**config.mk**
```make
export PLATFORM = sky130hd
export DESIGN_NAME = fetch_flat
export DESIGN_NICKNAME = d
export VERILOG_FILES = /design/src/rtl/fetch_if.sv /design/src/rtl/fetch.sv /design/src/flat_wrapper.sv
export SDC_FILE = /design/constraint.sdc
export NUM_CORES = 1
export LEC_CHECK = 0
export CAP_MARGIN = 10
export CORE_MARGIN = 8
export CORE_UTILIZATION = 45
export DETAILED_ROUTE_END_ITERATION = 8
export PLACE_DENSITY = 0.65
export SLEW_MARGIN = 30
export SYNTH_ARGS = -nofsm -noshare
export SYNTH_HDL_FRONTEND = slang
export SYNTH_SLANG_ARGS = --single-unit
```
**constraint.sdc**
```tcl
create_clock -name clk -period 6.55 [get_ports clk]
set_input_delay 0.655 -clock clk [delete_from_list [all_inputs] [get_ports clk]]
set_output_delay 0.655 -clock clk [all_outputs]
set_load 0.005 [all_outputs]
```
**src/rtl/fetch_if.sv**
```systemverilog
// Instruction-memory channel: valid/ready request, in-order response without backpressure.
interface fetch_if;
   logic        req_valid;
   logic        req_ready;
   logic [31:0] req_addr;
   logic        resp_valid;
   logic [31:0] resp_data;

   modport master (
      output req_valid,
      output req_addr,
      input  req_ready,
      input  resp_valid,
      input  resp_data
   );

   modport slave (
      input  req_valid,
      input  req_addr,
      output req_ready,
      output resp_valid,
      output resp_data
   );
endinterface

```
**src/rtl/fetch.sv**
```systemverilog
// RV32I instruction-fetch stage: sequential imem requests, in-flight PC tracking,
// instruction buffer toward decode, redirect flush with discard of stale responses.
module fetch #(
   parameter logic [31:0] RESET_PC = 32'h0000_0000,
   parameter int          DEPTH    = 4
) (
   input  logic        clk,
   input  logic        reset,
   fetch_if.master     imem,
   input  logic        redirect,
   input  logic [31:0] redirect_pc,
   input  logic        id_ready,
   output logic        instr_valid,
   output logic [31:0] instr,
   output logic [31:0] pc
);
   localparam int AW = (DEPTH > 1) ? $clog2(DEPTH) : 1;
   localparam int CW = AW + 1;
   localparam logic [CW-1:0] DEPTH_C = CW'(DEPTH);
   localparam logic [31:0]   NOP     = 32'h0000_0013;

   logic [31:0]   fetch_pc;
   logic [CW-1:0] outstanding;
   logic [CW-1:0] drop_cnt;
   logic [CW-1:0] buf_wr;
   logic [CW-1:0] buf_rd;
   logic [AW-1:0] fl_wr;
   logic [AW-1:0] fl_rd;
   logic [31:0]   buf_pc   [DEPTH];
   logic [31:0]   buf_word [DEPTH];
   logic [31:0]   flight_pc[DEPTH];

   logic [CW-1:0] occupancy;
   logic [CW:0]   committed;
   logic          credit;
   logic          deq;
   logic          accept;
   logic          buf_push;
   logic          buf_pop;
   logic          unused_pc_low;

   assign unused_pc_low = &{1'b0, redirect_pc[1:0]};

   // Credit counts every word that will eventually occupy the buffer, stale ones included,
   // so the buffer can never be pushed while full.
   assign occupancy   = buf_wr - buf_rd;
   assign instr_valid = (occupancy != '0);
   assign deq         = instr_valid & id_ready;
   assign committed   = {1'b0, outstanding} + {1'b0, occupancy} - {{CW{1'b0}}, deq};
   assign credit      = (committed < {1'b0, DEPTH_C});

   assign imem.req_valid = credit & ~redirect & ~reset;
   assign imem.req_addr  = fetch_pc;
   assign accept         = imem.req_valid & imem.req_ready;
   assign buf_push       = imem.resp_valid & ~redirect & (drop_cnt == '0);
   assign buf_pop        = deq & ~redirect;

   assign instr = instr_valid ? buf_word[buf_rd[AW-1:0]] : NOP;
   assign pc    = instr_valid ? buf_pc[buf_rd[AW-1:0]]   : 32'h0000_0000;

   always_ff @(posedge clk or posedge reset) begin
      if (reset) begin
         fetch_pc    <= RESET_PC;
         outstanding <= '0;
         drop_cnt    <= '0;
         buf_wr      <= '0;
         buf_rd      <= '0;
         fl_wr       <= '0;
         fl_rd       <= '0;
      end else begin
         if (accept)
            fl_wr <= fl_wr + AW'(1);
         if (imem.resp_valid)
            fl_rd <= fl_rd + AW'(1);
         outstanding <= outstanding + CW'(accept) - CW'(imem.resp_valid);

         // A redirect owns the cycle: everything still in flight becomes wrong-path.
         if (redirect) begin
            fetch_pc <= {redirect_pc[31:2], 2'b00};
            drop_cnt <= outstanding - CW'(imem.resp_valid);
            buf_wr   <= '0;
            buf_rd   <= '0;
         end else begin
            if (accept)
               fetch_pc <= fetch_pc + 32'd4;
            if (imem.resp_valid && drop_cnt != '0)
               drop_cnt <= drop_cnt - CW'(1);
            if (buf_push)
               buf_wr <= buf_wr + CW'(1);
            if (buf_pop)
               buf_rd <= buf_rd + CW'(1);
         end
      end
   end

   always_ff @(posedge clk) begin
      if (accept)
         flight_pc[fl_wr] <= fetch_pc;
      if (buf_push) begin
         buf_pc[buf_wr[AW-1:0]]   <= flight_pc[fl_rd];
         buf_word[buf_wr[AW-1:0]] <= imem.resp_data;
      end
   end

   always_ff @(posedge clk) begin
      if (!reset)
         assert (!(buf_push && occupancy == DEPTH_C));
   end
endmodule

```
**src/flat_wrapper.sv**
```systemverilog
// flat-port wrapper written by rule: the top's interface ports become plain ports
module fetch_flat 
#(
   parameter logic [31:0] RESET_PC = 32'h0000_0000,
   parameter int          DEPTH    = 4
)
  (clk, reset, redirect, redirect_pc, id_ready, instr_valid, instr, pc, imem_req_valid, imem_req_addr, imem_req_ready, imem_resp_valid, imem_resp_data);
  fetch_if imem_i ();
  input  logic clk;
  input  logic reset;
  input  logic redirect;
  input  logic [31:0] redirect_pc;
  input  logic id_ready;
  output logic instr_valid;
  output logic [31:0] instr;
  output logic [31:0] pc;
  output wire logic [$bits(imem_i.req_valid)-1:0] imem_req_valid;
  output wire logic [$bits(imem_i.req_addr)-1:0] imem_req_addr;
  input wire logic [$bits(imem_i.req_ready)-1:0] imem_req_ready;
  input wire logic [$bits(imem_i.resp_valid)-1:0] imem_resp_valid;
  input wire logic [$bits(imem_i.resp_data)-1:0] imem_resp_data;
  assign imem_req_valid = imem_i.req_valid;
  assign imem_req_addr = imem_i.req_addr;
  assign imem_i.req_ready = imem_req_ready;
  assign imem_i.resp_valid = imem_resp_valid;
  assign imem_i.resp_data = imem_resp_data;
  fetch #(.RESET_PC(RESET_PC), .DEPTH(DEPTH)) u_core (.clk(clk), .reset(reset), .imem(imem_i), .redirect(redirect), .redirect_pc(redirect_pc), .id_ready(id_ready), .instr_valid(instr_valid), .instr(instr), .pc(pc));
endmodule
```
[Word level (Yosys, flattened, before mapping)]
Memories as Yosys holds them, arrays and structs flattened.
Cells that the tools add are included.
W data, S select, Z words.
Storage, ports and cells
  register bits: 48
  RAM bits: 384
  input bits: 70
  output and inout port bits: 98
  word-level logic and storage cells: 54
  memories: 3
Memory list
  u_core.buf_pc: words 4, bits a word 32, rd ports 1, clocked after Yosys merged registers in 0, write ports 1, RTL line fetch.sv:29  | logic [31:0] buf_pc [DEPTH];
  u_core.buf_word: words 4, bits a word 32, rd ports 1, clocked after Yosys merged registers in 0, write ports 1, RTL line fetch.sv:30  | logic [31:0] buf_word [DEPTH];
  u_core.flight_pc: words 4, bits a word 32, rd ports 1, clocked after Yosys merged registers in 0, write ports 1, RTL line fetch.sv:31  | logic [31:0] flight_pc[DEPTH];
Cells by class
  add/subtract/negate cells: 12
  order comparisons: 1
  muxes and demuxes: 14
  bitwise operators: 9
  reductions and logical operators: 8
Operators with widths (number)
  $mux W32: 4
  $add A32 B3 Y32 const B: 1
  $mux W3: 6
  $reduce_bool A2 Y1: 4
  $and A1 B1 Y1: 7
  $add A3 B1 Y3 const B: 2
  $reduce_bool A3 Y1: 2
  $sub A3 B1 Y3: 2
  $add A2 B1 Y2 const B: 2
  $add A3 B3 Y4: 1
  $lt A4 B3 Y1 const B: 1
  $mux W1: 4
  $sub A4 B1 Y4: 1
  $add A3 B1 Y3: 1
  $logic_not A3 Y1: 1
  $sub A3 B1 Y3 const B: 1
  $sub A3 B3 Y3: 1
  $not A1 Y1: 2
  $logic_and A1 B1 Y1: 1

[Logic depth before layout (Yosys ltp)]
Gate-level depths: netlist of run 1.
  depth after elaboration: 10
  mapped depth: 22
  depth with buffers taken out: 19

[Worst setup path before layout of run 1]
OpenSTA, ideal clock, no wires.
  kind: input to register
  from: in redirect
  to: mem u_core.buf_pc[3][10], enable pin
  setup time: 0.558 ns
  arrival: 5.562 ns
  data required time: 5.992 ns
  slack: 0.430 ns
  stages: 4
  path buffers: 3
  cell sequence: clkbuf_1 -> clkbuf_1 -> clkbuf_1 -> nor3_1
On the way
  word-level cells in the longest chain between the ends: 5
Ends and longest elaborated chain
  start: declaration: RTL line flat_wrapper.sv:11  | input logic redirect;
  $not A1 Y1: RTL line fetch.sv:55  | assign buf_push = imem.resp_valid & ~redirect & (drop_cnt == '0);
  $and A1 B1 Y1 (2 in series): RTL line fetch.sv:55
  $mux W1: RTL line fetch.sv:99  | if (buf_push) begin
  $mux W1 (implied by the code): RTL line fetch.sv:100  | buf_pc[buf_wr[AW-1:0]] <= flight_pc[fl_rd];
  end: declaration: RTL line fetch.sv:29
Every way passes these cells.

[Worst setup path in the final report of run 1]
  from: reg u_core.buf_wr[0]
  to: mem u_core.flight_pc[1][3], enable pin
On the way
  word-level cells in the longest chain between the ends: 10
  elaborated cells on any way between the ends: 11
  those cells by class: add/sub (3); order compare (1); mux (2); bitwise (4); reduce/logical (1)
Ends and longest elaborated chain
  start: declaration: RTL line fetch.sv:25  | logic [CW-1:0] buf_wr;
  start signal: assignment: RTL line fetch.sv:89  | buf_wr <= buf_wr + CW'(1);
  $sub A3 B3 Y3 *: RTL line fetch.sv:46  | assign occupancy = buf_wr - buf_rd;
  branches (longest 2 deep; another with $add A3 B3 Y4)
  $sub A4 B1 Y4 *: RTL line fetch.sv:49  | assign committed = {1'b0, outstanding} + {1'b0, occupancy} - {{CW{1'b0}}, deq};
  $lt A4 B3 Y1 *: RTL line fetch.sv:50  | assign credit = (committed < {1'b0, DEPTH_C});
  $and A1 B1 Y1 * (2 in series): RTL line fetch.sv:52  | assign imem.req_valid = credit & ~redirect & ~reset;
  $and A1 B1 Y1 *: RTL line fetch.sv:54  | assign accept = imem.req_valid & imem.req_ready;
  $mux W1 *: RTL line fetch.sv:97  | if (accept)
  $mux W1 (implied by the code) *: RTL line fetch.sv:98  | flight_pc[fl_wr] <= fetch_pc;
  end: declaration: RTL line fetch.sv:31
Mark *: on every way between the ends.

==> flow_summary.yaml, run 1 <==
detailed_routing:
  route.detailed.drc: 0
  drt-pass1-iter-count: 5
  vias: 8512
  wl_um: 34300
  vias_per_cell: 5.42
  drt.antenna.violating_nets: 0
  dr.first_iter.drc_count: 473
  wire_per_inst_um: 21.8
logic_synthesis:
  yosys.cell_types.count: 56
  avgSynthCellArea_um2: 19.2
  ys_ff_latch: 414
  synth_edf_count: 368
  ys_warn_count: 0
  syn-cell-area_um2: 16800
  yosysSeqAreaShare: 0.725
  syn_inst: 879
  ys_async_sr_fraction: 0.111
  ys_dominant_reg_cell: "edfxtp_1"
global_route:
  grt_pass1_wl_um: 54100
  antenna_found_initial: 0
  grtUsageTotal: 0.158
  grt_max_degree: 65
  grt_pass1_vias: 9060
  grt.overflow.total: 0
clocking:
  cts_root_buf: "clkbuf_16"
  post_cts_buffers: 0
  insertion_delay_ps: 530
  cts.clk_slew.worst_paths_ps: 60
  ctsResizeCount: 0
  clockBufferDepth: 3
  tritoncts: "yes"
  cts_max_level: 2
  ctsHoldBuffers: 0
  cts_buffers: 43
  cts.sinks: 414
placed_design:
  dp.cells: 1492
  gp_congestion: 0.757
  portBuffers: 161
  dp_hpwl_um: 21200
worst_setup_path:
  cpPeakStageDelay_ps: 600
  critical_path_class: "register to register"
  cp-end-kind: "register"
  required_ps: 6750
  crit_path_frequent_cell: "ha_1"
  critPathLaunchType: "register"
  path_max_fanout: 25
  worst-path-buf-inv: 6
  cp_top_family: "buffers and inverters"
  crit_slowest_cell: "and2_1"
  crit_chain: "inv_1, ha_1, fa_1, xnor3_1, and3_1, inv_2, and2_1, ha_1, inv_1, ha_1, nor3b_4, a2111oi_4, o2111ai_4, buf_4, inv_2, and2_1, buf_4"
  crit_arrival_ps: 5230
layout:
  nFillCells: 2907
  final_common_cell: "edfxtp_1"
  fin_nets: 1157
  syn_to_final_growth_pct: 21.6
  drive_gt1_frac: 0.187
  diodes: 0
  instances_no_fill: 1570
  final_util: 0.550
  final_cell_mix: "edfxtp_1, clkdlybuf4s50_1, mux4_2"
timing:
  final.setup.tns_ps: 0
  hold_viol: 0
  rsz0062_at_grt: "no"
  min_period_ps: 5030
  period_share: 0.767
  max_freq_ghz: 0.199
  setup_viol: 0
  max_slew.worst_pin.slew_ps: 818
  slew_headroom: 0.454
  drv_slew: 0
  clock_skew_ps: 10.4
status:
  outcome: "complete, no violations"
power:
  p_leak_uw: 0.00683
  power_density_nw_per_um2: 413
  ir_worst_vdd_uv: 304
die:
  die_y_um: 209
  die_area_um2: 43900
  design.core.area_um2: 37200
  num_io_pins: 168
  placementRows: 71
  die_w_um: 209
  initial_core_util: 0.452
min_path:
  worstHoldPathType: "register to register"
run:
  maxCapViolations: 0
[layer usage]
layer | up-vias | global-route usage | share of wire
li1 | 3862 | - | -
met1 | 4382 | 0.217 | 0.44
met2 | 224 | 0.257 | 0.49
met3 | 44 | 0.0327 | 0.055
met4 | 0 | 0.0384 | 0.017
met5 | - | 0.00230 | 0
[cells in the mapped netlist, drive strengths merged (3+ instances only)]
cell type,instances,area [µm²]
xnor2,8,70.1
or2,4,25.0
inv,33,124
mux4,92,2070
o31a,5,43.8
nand4,9,62.6
a221o,13,130
ha,22,275
a21boi,3,22.5
edfxtp,368,11100
xor2,4,35.0
and2,69,432
nor4,4,25.0
clkbuf,24,90.1
nor3,10,55.1
mux2,8,109
and4,3,26.3
buf,21,134
mux2i,24,240
nand3,19,95.1
nor3b,3,33.8
nor2,19,71.3
o211ai,3,22.5
dfrtp,46,1150
nand2,22,82.6
and3,7,43.8
o21ai,12,60.1
or3,3,18.8
[final timing paths]
| kind | from | endpoint | slack [ps] | cells after the start |
|---|---|---|---|---|
| min in group asynchronous | reset | u_core.outstanding[1]$_DFF_PP0_ | 640 | 3 |
| hold / removal | u_core.outstanding[2]$_DFF_PP0_ | u_core.outstanding[2]$_DFF_PP0_ | 530 | 1 |
| hold reg to reg | u_core.outstanding[2]$_DFF_PP0_ | u_core.outstanding[2]$_DFF_PP0_ | 530 | 1 |
| setup reg to reg | u_core.buf_wr[0]$_DFFE_PP0P_ | u_core.flight_pc[1][3]$_DFFE_PP_ | 1520 | 17 |
| setup / recovery | u_core.buf_wr[0]$_DFFE_PP0P_ | u_core.flight_pc[1][3]$_DFFE_PP_ | 1520 | 17 |
| max in group asynchronous | reset | u_core.buf_rd[0]$_DFFE_PP0P_ | 5430 | 3 |
[cells by family (layout without fill, tap and decap cells)]
group | count (synthesis) | in the layout | synth area share
DFF | 414 | 414 | 0.725
AOI/OAI and AO/OA | 50 | 50 | 0.0253
xor gates and xnor gates | 13 | 13 | 0.00758
other | 1 | 4 | 0.000223
buffers and inverters | 78 | 292 | 0.0207
adders and majority gates | 24 | 24 | 0.0187
and+or+nand+nor | 175 | 175 | 0.0589
muxes | 124 | 124 | 0.144
[cell type report]
class,instances,area [µm²],area share
clock inverter,20,198,0.00965
clock buffer,58,1210,0.0592
timing repair buffer,181,1830,0.0894
sequential,414,12200,0.596
tap,474,593,0.0290
multi-input combinational,390,4310,0.210
inverter,33,124,0.00605
[flip-flops by register name (all words and copies together), names as in the netlist]
signal / flops
u_core.drop_cnt: 3
u_core.fl_wr: 2
u_core.fl_rd: 2
u_core.buf_word: 128
u_core.buf_rd: 3
u_core.flight_pc: 120
u_core.outstanding: 3
u_core.imem.req_addr: 30
u_core.buf_wr: 3
u_core.buf_pc: 120
[metrics by stage]
| stage | cell area (µm²) | setup WS, ps | hold WS (ps) | power, µW |
|---|---|---|---|---|
| global placement | 19000 | 1450 | 511 | 6140 |
| CTS | 20500 | 1400 | 524 | 8600 |
| floorplan | 16800 | 430 | 484 | 4890 |
| finish | 20500 | 1520 | 527 | 8450 |
| detailed placement | 19100 | 1390 | 512 | 6180 |
| global route | 20500 | 1160 | 552 | 8910 |
[report_power, final]
| part | leakage (µW) | total, µW | internal (µW) | switching, µW |
|---|---|---|---|---|
| clock network | 0.000695 | 2410 | 1450 | 962 |
| registers | 0.00388 | 3370 | 3200 | 171 |
| logic | 0.00225 | 2670 | 1480 | 1190 |
Power figures use the tool's default switching activity.
==> run 2: changes to the inputs <==
Settings changed: PLACE_DENSITY 0.65 to 0.68.
Clock period 6.55 ns to 4.3 ns, I/O delays scaled along.
==> flow_summary.yaml, run 2 (same netlist as run 1, synthesis figures left out) <==
status:
  outcome: "complete, no violations"
worst_setup_path:
  path_max_fanout: 4
  rr_startpoint: "u_core.buf_wr[0]$_DFFE_PP0P_"
  crit_arrival_ps: 4520
  critical_path_class: "register to register"
  cp-end-kind: "register"
  crit_start: "u_core.buf_wr[0]$_DFFE_PP0P_"
  r2r_end: "u_core.outstanding[2]$_DFF_PP0_"
  required_ps: 4740
  r2r_slack_ps: 220
  critPathLaunchType: "register"
  endpoint: "u_core.outstanding[2]$_DFF_PP0_"
  worstRegToRegCells: 20
clocking:
  tritoncts: "yes"
  insertion_delay_ps: 550
  cts_max_level: 2
  cts_root_buf: "clkbuf_16"
  cts_buffers: 43
  clockBufferDepth: 3
  cts.sinks: 414
  cts.clk_slew.worst_paths_ps: 60
placed_design:
  dp_hpwl_um: 21500
  portBuffers: 161
  gp_congestion: 0.757
  dp.cells: 1500
power:
  p_switching_uw: 3640
  pwr-share-clk: 0.290
  pwr-share-comb: 0.316
  p_leak_uw: 0.00694
  total_power_uw: 13100
  p_seq_frac: 0.394
  swShare: 0.277
  ir_worst_vdd_uv: 289
  power_density_nw_per_um2: 635
  p_int_uw: 9490
timing:
  period_share: 0.949
  min_period_ps: 4080
  setup_viol: 0
  drv_slew: 0
  final.setup.tns_ps: 0
  clock_skew_ps: 14.5
  max_freq_ghz: 0.245
  hold_viol: 0
  rsz0062_at_grt: "no"
  max_slew.worst_pin.slew_ps: 822
  slew_headroom: 0.452
detailed_routing:
  route.detailed.drc: 0
  dr.first_iter.drc_count: 561
  drt-pass1-iter-count: 5
  wire_per_inst_um: 21.6
  vias: 8646
  wl_um: 34200
  vias_per_cell: 5.47
  drt.antenna.violating_nets: 0
die:
  placementRows: 71
  die_area_um2: 43900
  design.core.area_um2: 37200
  num_io_pins: 168
  die_w_um: 209
  die_y_um: 209
  initial_core_util: 0.452
global_route:
  grt_pass1_vias: 9072
  antenna_found_initial: 0
  grt_max_degree: 65
  grtUsageTotal: 0.157
  grt_pass1_wl_um: 53800
  grt.overflow.total: 0
layout:
  final_common_cell: "edfxtp_1"
  diodes: 0
  syn_to_final_growth_pct: 22.9
  final_cell_mix: "edfxtp_1, clkdlybuf4s50_1, mux4_2"
  nFillCells: 2881
  fin_nets: 1167
  drive_gt1_frac: 0.205
  instances_no_fill: 1582
  largest_reg_flops: 128
run:
  maxCapViolations: 0
min_path:
  worstHoldPathType: "input port to register"
## run 2: final cells by class
type | count | area (µm²) | share of cell area
tap | 474 | 593 | 0.0287
sequential | 414 | 12200 | 0.590
multi-input combinational | 390 | 4330 | 0.209
clock buffer | 53 | 1140 | 0.0553
inverter | 33 | 129 | 0.00623
clock inverter | 27 | 327 | 0.0158
timing repair buffer | 191 | 1950 | 0.0943
## run 2: timing repair
| item | 4_1_cts | 5_1_grt |
|---|---|---|
| resized for setup | 1 | 2 |
| pin swaps | 2 | 1 |
| buffers inserted | 2 | 0 |
| gates cloned | 0 | 0 |
| hold buffers | 0 | 0 |
| setup endpoints to repair | 1 | 8 |
## run 2: power groups by stage
stage	sequential [µW]	clock, µW	combinational, µW
2_1_floorplan	5090	0	2370
3_5_place_dp	5260	0	4200
5_1_grt	5220	4050	4540
4_1_cts	5180	3900	4270
3_3_place_gp	5250	0	4140
6_report	5180	3810	4140
## run 2: critical path: stages (launching register included)
cell and delay (ps):
dfrtp_1 370, inv_1 110, ha_1 210, fa_1 390
xnor3_1 220, and3_1 220, inv_2 50, and2_1 190
ha_1 170, inv_1 40, ha_1 260, nor3b_4 160
a2111oi_4 220, buf_4 180, o2111ai_4 150, inv_4 120
ha_1 150, inv_1 60, fa_1 410, xnor2_2 150
xnor2_1 120
## run 2: worst min-delay path by stage
stage                                            endpoint  cells after the start  slack (ps)                       startpoint
after floorplan           u_core.outstanding[2]$_DFF_PP0_                      1         480  u_core.outstanding[2]$_DFF_PP0_
after global placement    u_core.outstanding[2]$_DFF_PP0_                      1         520  u_core.outstanding[2]$_DFF_PP0_
after detailed placement  u_core.outstanding[2]$_DFF_PP0_                      1         520  u_core.outstanding[2]$_DFF_PP0_
after CTS                    u_core.buf_wr[2]$_DFFE_PP0P_                      2         270                         redirect
after global routing         u_core.buf_wr[0]$_DFFE_PP0P_                      2         300                         redirect
final                        u_core.buf_wr[0]$_DFFE_PP0P_                      2         310                         redirect
## run 2: per-stage QoR
step,instance area [µm²],hold slack [ps],utilization,worst slack (ps)
after floorplan,16900,484,-,10.1
after CTS,20700,271,0.555,170
after global routing,20700,297,0.556,0.429
after detailed placement,19200,518,0.515,176
after global placement,19100,516,0.512,291
final,20700,308,0.556,219
## run 2: routing by layer
layer	vias to the layer above	track usage	part of all wire	wire length (µm)
met2	242	0.260	0.49	16800
met3	37	0.0328	0.050	1730
met1	4484	0.211	0.44	15200
met5	-	0	0	0
li1	3883	-	-	-
met4	0	0.0372	0.016	543
==> patch 1 (flow settings as in run 2) <==
`DEPTH` is set to 4 in 2 places; all go to 2.
--- a/src/rtl/fetch.sv
+++ b/src/rtl/fetch.sv
@@ -4,3 +4,3 @@
    parameter logic [31:0] RESET_PC = 32'h0000_0000,
-   parameter int          DEPTH    = 4
+   parameter int          DEPTH    = 2
 ) (
--- a/src/flat_wrapper.sv
+++ b/src/flat_wrapper.sv
@@ -4,3 +4,3 @@
    parameter logic [31:0] RESET_PC = 32'h0000_0000,
-   parameter int          DEPTH    = 4
+   parameter int          DEPTH    = 2
 )
Formal check against the unedited RTL: not equivalent (Yosys sat finds a counterexample within 4 cycles, from zero or initial values and one cycle with reset high).
==> patch 1 against run 2 <==
Final cell count is 31% lower; worst setup slack better by 120 ps; sequential cell count is 190 lower; core utilization is 3.9 points higher; design area is 42% lower; highest routed layer unchanged; routed wire length is 43% lower; power is 44% lower; clock skew hardly changed; first-iteration DRC count is 47% lower; synthesized cell count is 28% lower; area after synthesis is 45% lower.
==> patch 1: results (changes against run 2) <==
- CP max stage cell: nor2_1
- CP peak stage delay: 600 ps (+190 ps)
- Wire length on met1: 8480 um (-44%)
- Nets: 877 (-25%)
- Max VDD drop: 0.392 mV (+36%)
- Leakage: 4.14 nW (-40%)
- Layout cell share with drive strength beyond 1: 0.115 (-0.0897)
- Gr usage total: 0.150 (-0.00633)
- Arr. time, crit path: 4380 ps (-140 ps)
- DRT iter0 DRCs: 298 (-47%)
- Worst hold path type: input pin to asynchronous set/reset pin
- Drt via density: 5.22 (-4.6%)
- Most frequent cells after synthesis: edfxtp_1 (184), nor2_1 (75), mux2i_1 (64)
- Placed Area: 0.0112 sq mm (-42%)
- Detailed placer's ending HPWL: 12800 um (-41%)
- Dpl cells: 1044 (-30%)
- TritonCTS Buffers: 23 (-47%)
- Largest cells by area after synthesis: edfxtp_1 (60%), dfrtp_1 (11%), mux2i_1 (6.9%), mux2_2 (3.7%), nor2_1 (3.0%)
- RD Place Congestion: 0.813 (+7.4%)
- Setup bufs post-CTS: 0 (-2)
- Wire length per cell: 17.9 um (-17%)
- First-pass GRT wire length: 31200 um (-42%)
- Status: finished clean
- Worst setup path end: u_core.imem.req_addr[19]
- Vias in the first global route: 5780 (-36%)
- Skew final: 14.1 ps (-0.487 ps)
- Internal reg-to-reg setup slack: 340 ps (+120 ps)
- Crit Path Max Fanout: 12 (+8)
- FFs w/ async S/R, synth: 0.179 (+0.0675)
- Reg2Reg Depth: 14 (-30%)
- Number of synthesized flops with an enable pin: 184 (-50%)
patch 1: cells by family after synthesis:
kind of cell,Yosys count,share of synthesized area
adders and majority gates,8,0.0116
AOI/OAI and AO/OA,61,0.0444
muxes,94,0.106
and+or+nand+nor,183,0.0970
xor gates and xnor gates,13,0.0123
other,1,0.000406
buffers and inverters,49,0.0217
DFF,224,0.707
patch 1: timing repair:
action / 4_1_cts / 5_1_grt
setup endpoints to repair: 1 / 1
resized for setup: 1 / 1
hold buffers: 0 / 0
patch 1: worst min path at each step:
stage | depth (start not counted) | to | start
3_3_place_gp | 1 | u_core.fl_rd | u_core.fl_rd
3_5_place_dp | 1 | u_core.fl_rd | u_core.fl_rd
4_1_cts | 3 | u_core.fl_rd | reset
5_1_grt | 1 | u_core.buf_word[0][23] | imem_resp_data[23]
2_1_floorplan | 1 | u_core.fl_wr | u_core.fl_wr
6_report | 3 | u_core.outstanding[1] | reset
patch 1: per-layer routing:
metal / GRT usage / up-vias
met1: 0.192 / 2717
met3: 0.0383 / 27
met5: 0 / -
met4: 0.0386 / 0
met2: 0.252 / 217
li1: - / 2703
patch 1: per-stage QoR:
stage               total power [mW]  TNS, ps  worst slack, ps  hold slack [ps]   util
floorplan                       4.15  -170940            -1380              478      -
finish                          7.37        0              341              470  0.595
detailed placement              5.37        0              366              467  0.554
CTS                             7.48        0             10.6              469  0.595
global placement                5.31        0              485              462  0.554
global route                    7.77        0             39.4              494  0.595
patch 1: cell type report:
type,count,share of cell area
flip-flops and latches,224,0.544
inverters,14,0.00438
multi-input cells,363,0.212
clock inverters,12,0.0143
well taps,270,0.0282
clock buffers,30,0.0537
repair buffers,173,0.143
patch 1: power by group:
group	total (mW)	internal, mW	switching, mW
logic	2.38	1.26	1.12
registers	2.91	2.70	0.205
clock network	2.09	1.30	0.789
==> patch 2 (settings of run 2) <==
Without the edit above. Reset style: synchronous (`reset`), changed in one clocked block.
--- a/src/rtl/fetch.sv
+++ b/src/rtl/fetch.sv
@@ -60,3 +60,3 @@
 
-   always_ff @(posedge clk or posedge reset) begin
+   always_ff @(posedge clk) begin
       if (reset) begin
Function: differs if reset is asserted again (counterexample within 4 cycles, from zero or initial values and one cycle with reset high); with reset held inactive, the same outputs for 4 cycles.
==> patch 2 against run 2 <==
Worst setup slack improved by 90 ps; via count rose by 3.7%; global-route usage rose by 0.51 points; critical path type is now register to primary output; routed wire length rose by 3.3%; final cell count rose by 2.0%; sequential cell count rose by 4; area after synthesis fell by 1.1%; clock skew rose by 9.2 ps; die area fell by 1.1%; highest routed layer unchanged; design area fell by 1.7%; critical endpoint is now imem_req_valid.
Power is not compared: it rests on default switching activity, and its combinational part moved more than twofold at a synthesized area within 25%.
==> patch 2: results (changes against run 2) <==
- Worst-path clk slew: 60 ps (about the same)
- Largest cells by area after synthesis: edfxtp_1 (66%), mux4_2 (12%), dfxtp_1 (6.0%), and2_1 (2.6%), ha_1 (1.7%)
- Vias in the first global route: 9277 (+2.3%)
- DP Worst Slack: 80.4 ps (-95.1 ps)
- TritonRoute pass-1 iters: 5 (unchanged)
- Met3 usage: 0.0353 (+0.00251)
- Sequential fraction of the synthesis area: 0.724 (about the same)
- Gr usage total: 0.162 (+0.00512)
- TritonCTS Buffers: 42 (-2.3%)
- Ys Warns: 0 (unchanged)
- GR peak layer: met2
- Worst skew pair latency: 540 ps
- RR Startpoint: u_core.buf_wr[0]
- Post-CTS Hold Fix Bufs: 0 (unchanged)
- Root Driver: clkbuf_16
- Worst hold path type: input pin to register
- Max VDD drop: 0.262 mV
- Vias: 8965 (+3.7%)
- Worst-Margin Slew: 845 ps (+23.1 ps)
- Hold Crit Start: redirect_pc[12]
- Wire length per cell: 21.9 um (+1.3%)
- Arr. time, crit path: 3560 ps (-960 ps)
- Number of synthesized flops with an enable pin: 368 (unchanged)
- Leakage: 6.51 nW
- FF-to-FF End: u_core.outstanding[2]
- Nets: 1208 (+3.5%)
- Reg2Reg Depth: 21 (+5.0%)
- Met2 Resource Use GR: 0.259 (about the same)
- Placed Area: 0.0190 sq mm (-1.1%)
- Synth unique cells: 56 (unchanged)
- Met1 usage: 0.224 (+0.0129)
- Layout cell share with drive strength beyond 1: 0.187 (-0.0180)
- Skew final: 23.8 ps (+9.21 ps)
- I/O Buffers: 161 (unchanged)
- FFs w/ async S/R, synth: 0 (-0.111)
- Worst hold endpoint: u_core.imem.req_addr[12]
- Fin Hold WS: 472 ps (+164 ps)
- Fillers: 2802 (-2.7%)
- RD Place Congestion: 0.838 (+11%)
- Status: finished clean
- DRT iter0 DRCs: 580 (+3.4%)
- WHS Path Cells: 3 (+1)
- Initial antenna violation count: 0 (unchanged)
- CTS H-tree depth: 2 (unchanged)
- Most frequent cells after synthesis: edfxtp_1 (368), mux4_2 (92), and2_1 (68)
- Internal reg-to-reg setup slack: 310 ps (+90 ps)
- First-pass GRT wire length: 55000 um (+2.2%)
- CTS max path bufs: 3 (unchanged)
- Max FFs per register: 128 (unchanged)
- N_diodes: 0 (unchanged)
- Largest net degree at the start of global routing: 62 (-4.6%)
- Post-synth top flop: edfxtp_1
- Detailed placer's ending HPWL: 22500 um (+4.4%)
- Crit Path Max Fanout: 4 (unchanged)
patch 2: kinds of logic (layout without fill, tap and decap cells):
| group | count (synthesis) | in the layout | synth area share |
|---|---|---|---|
| flops | 418 | 418 | 0.724 |
| simple gates | 215 | 215 | 0.0712 |
| mux | 94 | 94 | 0.126 |
| compound gates | 78 | 78 | 0.0333 |
| buf+inv | 75 | 298 | 0.0183 |
| fa+ha+maj | 24 | 24 | 0.0189 |
| xor+xnor | 14 | 14 | 0.00819 |
| other cells | 1 | 4 | 0.000225 |
patch 2: worst max-delay path by stage:
stage	to	slack, ps	depth (start not counted)	start
2_1_floorplan	u_core.outstanding[2]	170	22	u_core.buf_wr[0]
3_3_place_gp	imem_req_valid	90	15	u_core.buf_wr[0]
3_5_place_dp	imem_req_valid	80	15	u_core.buf_wr[0]
4_1_cts	imem_req_valid	220	15	u_core.buf_wr[0]
5_1_grt	imem_req_valid	10	15	u_core.buf_wr[0]
6_report	imem_req_valid	310	15	u_core.buf_wr[0]
patch 2: through the flow:
stage                     total power, mW  std cells  utilization
after detailed placement             5.73       1536        0.520
after global placement               5.70       1535        0.519
after global routing                 9.49       1613        0.557
after floorplan                      5.25        922            -
final                                9.16       1613        0.557
after CTS                            9.25       1613        0.557
patch 2: worst max-delay path, cell delays in order, from the launching register on:
cell and delay [ps]:
dfxtp_1 350, inv_1 110, ha_1 200, fa_1 370
xnor3_1 230, and3_4 250, inv_2 50, and2_4 170
ha_1 170, inv_1 50, ha_1 220, nor3b_4 160
nor4_2 250, nor2_1 80, nor2_1 140, dlygate4sd2_1 260
patch 2: report_power, final:
part / leakage, nW / switching [mW] / internal [mW]
Sequential: 3.76 / 0.112 / 4.58
Clock: 0.649 / 1.44 / 2.08
Combinational: 2.10 / 0.452 / 0.491
patch 2: per-layer routing:
metal	wire, um	share of wire	up-vias
met5	0	0	-
met4	743	0.021	0
met3	2350	0.067	53
met2	16800	0.48	318
met1	15400	0.44	4539
li1	-	-	4055
patch 2: cell type report:
cell class	count	area share
Timing Repair Buffer	197	0.0949
Inverter	26	0.00480
Clock inverter	20	0.0100
Multi-Input combinational cell	429	0.213
Tap cell	468	0.0288
Sequential cell	418	0.593
Clock buffer	55	0.0551
patch 2: timing repair:
action                     4_1_cts  5_1_grt
pin swaps                        1        1
gates resized for setup          7        0
setup endpoints to repair        1        1
buffers inserted                 2        0
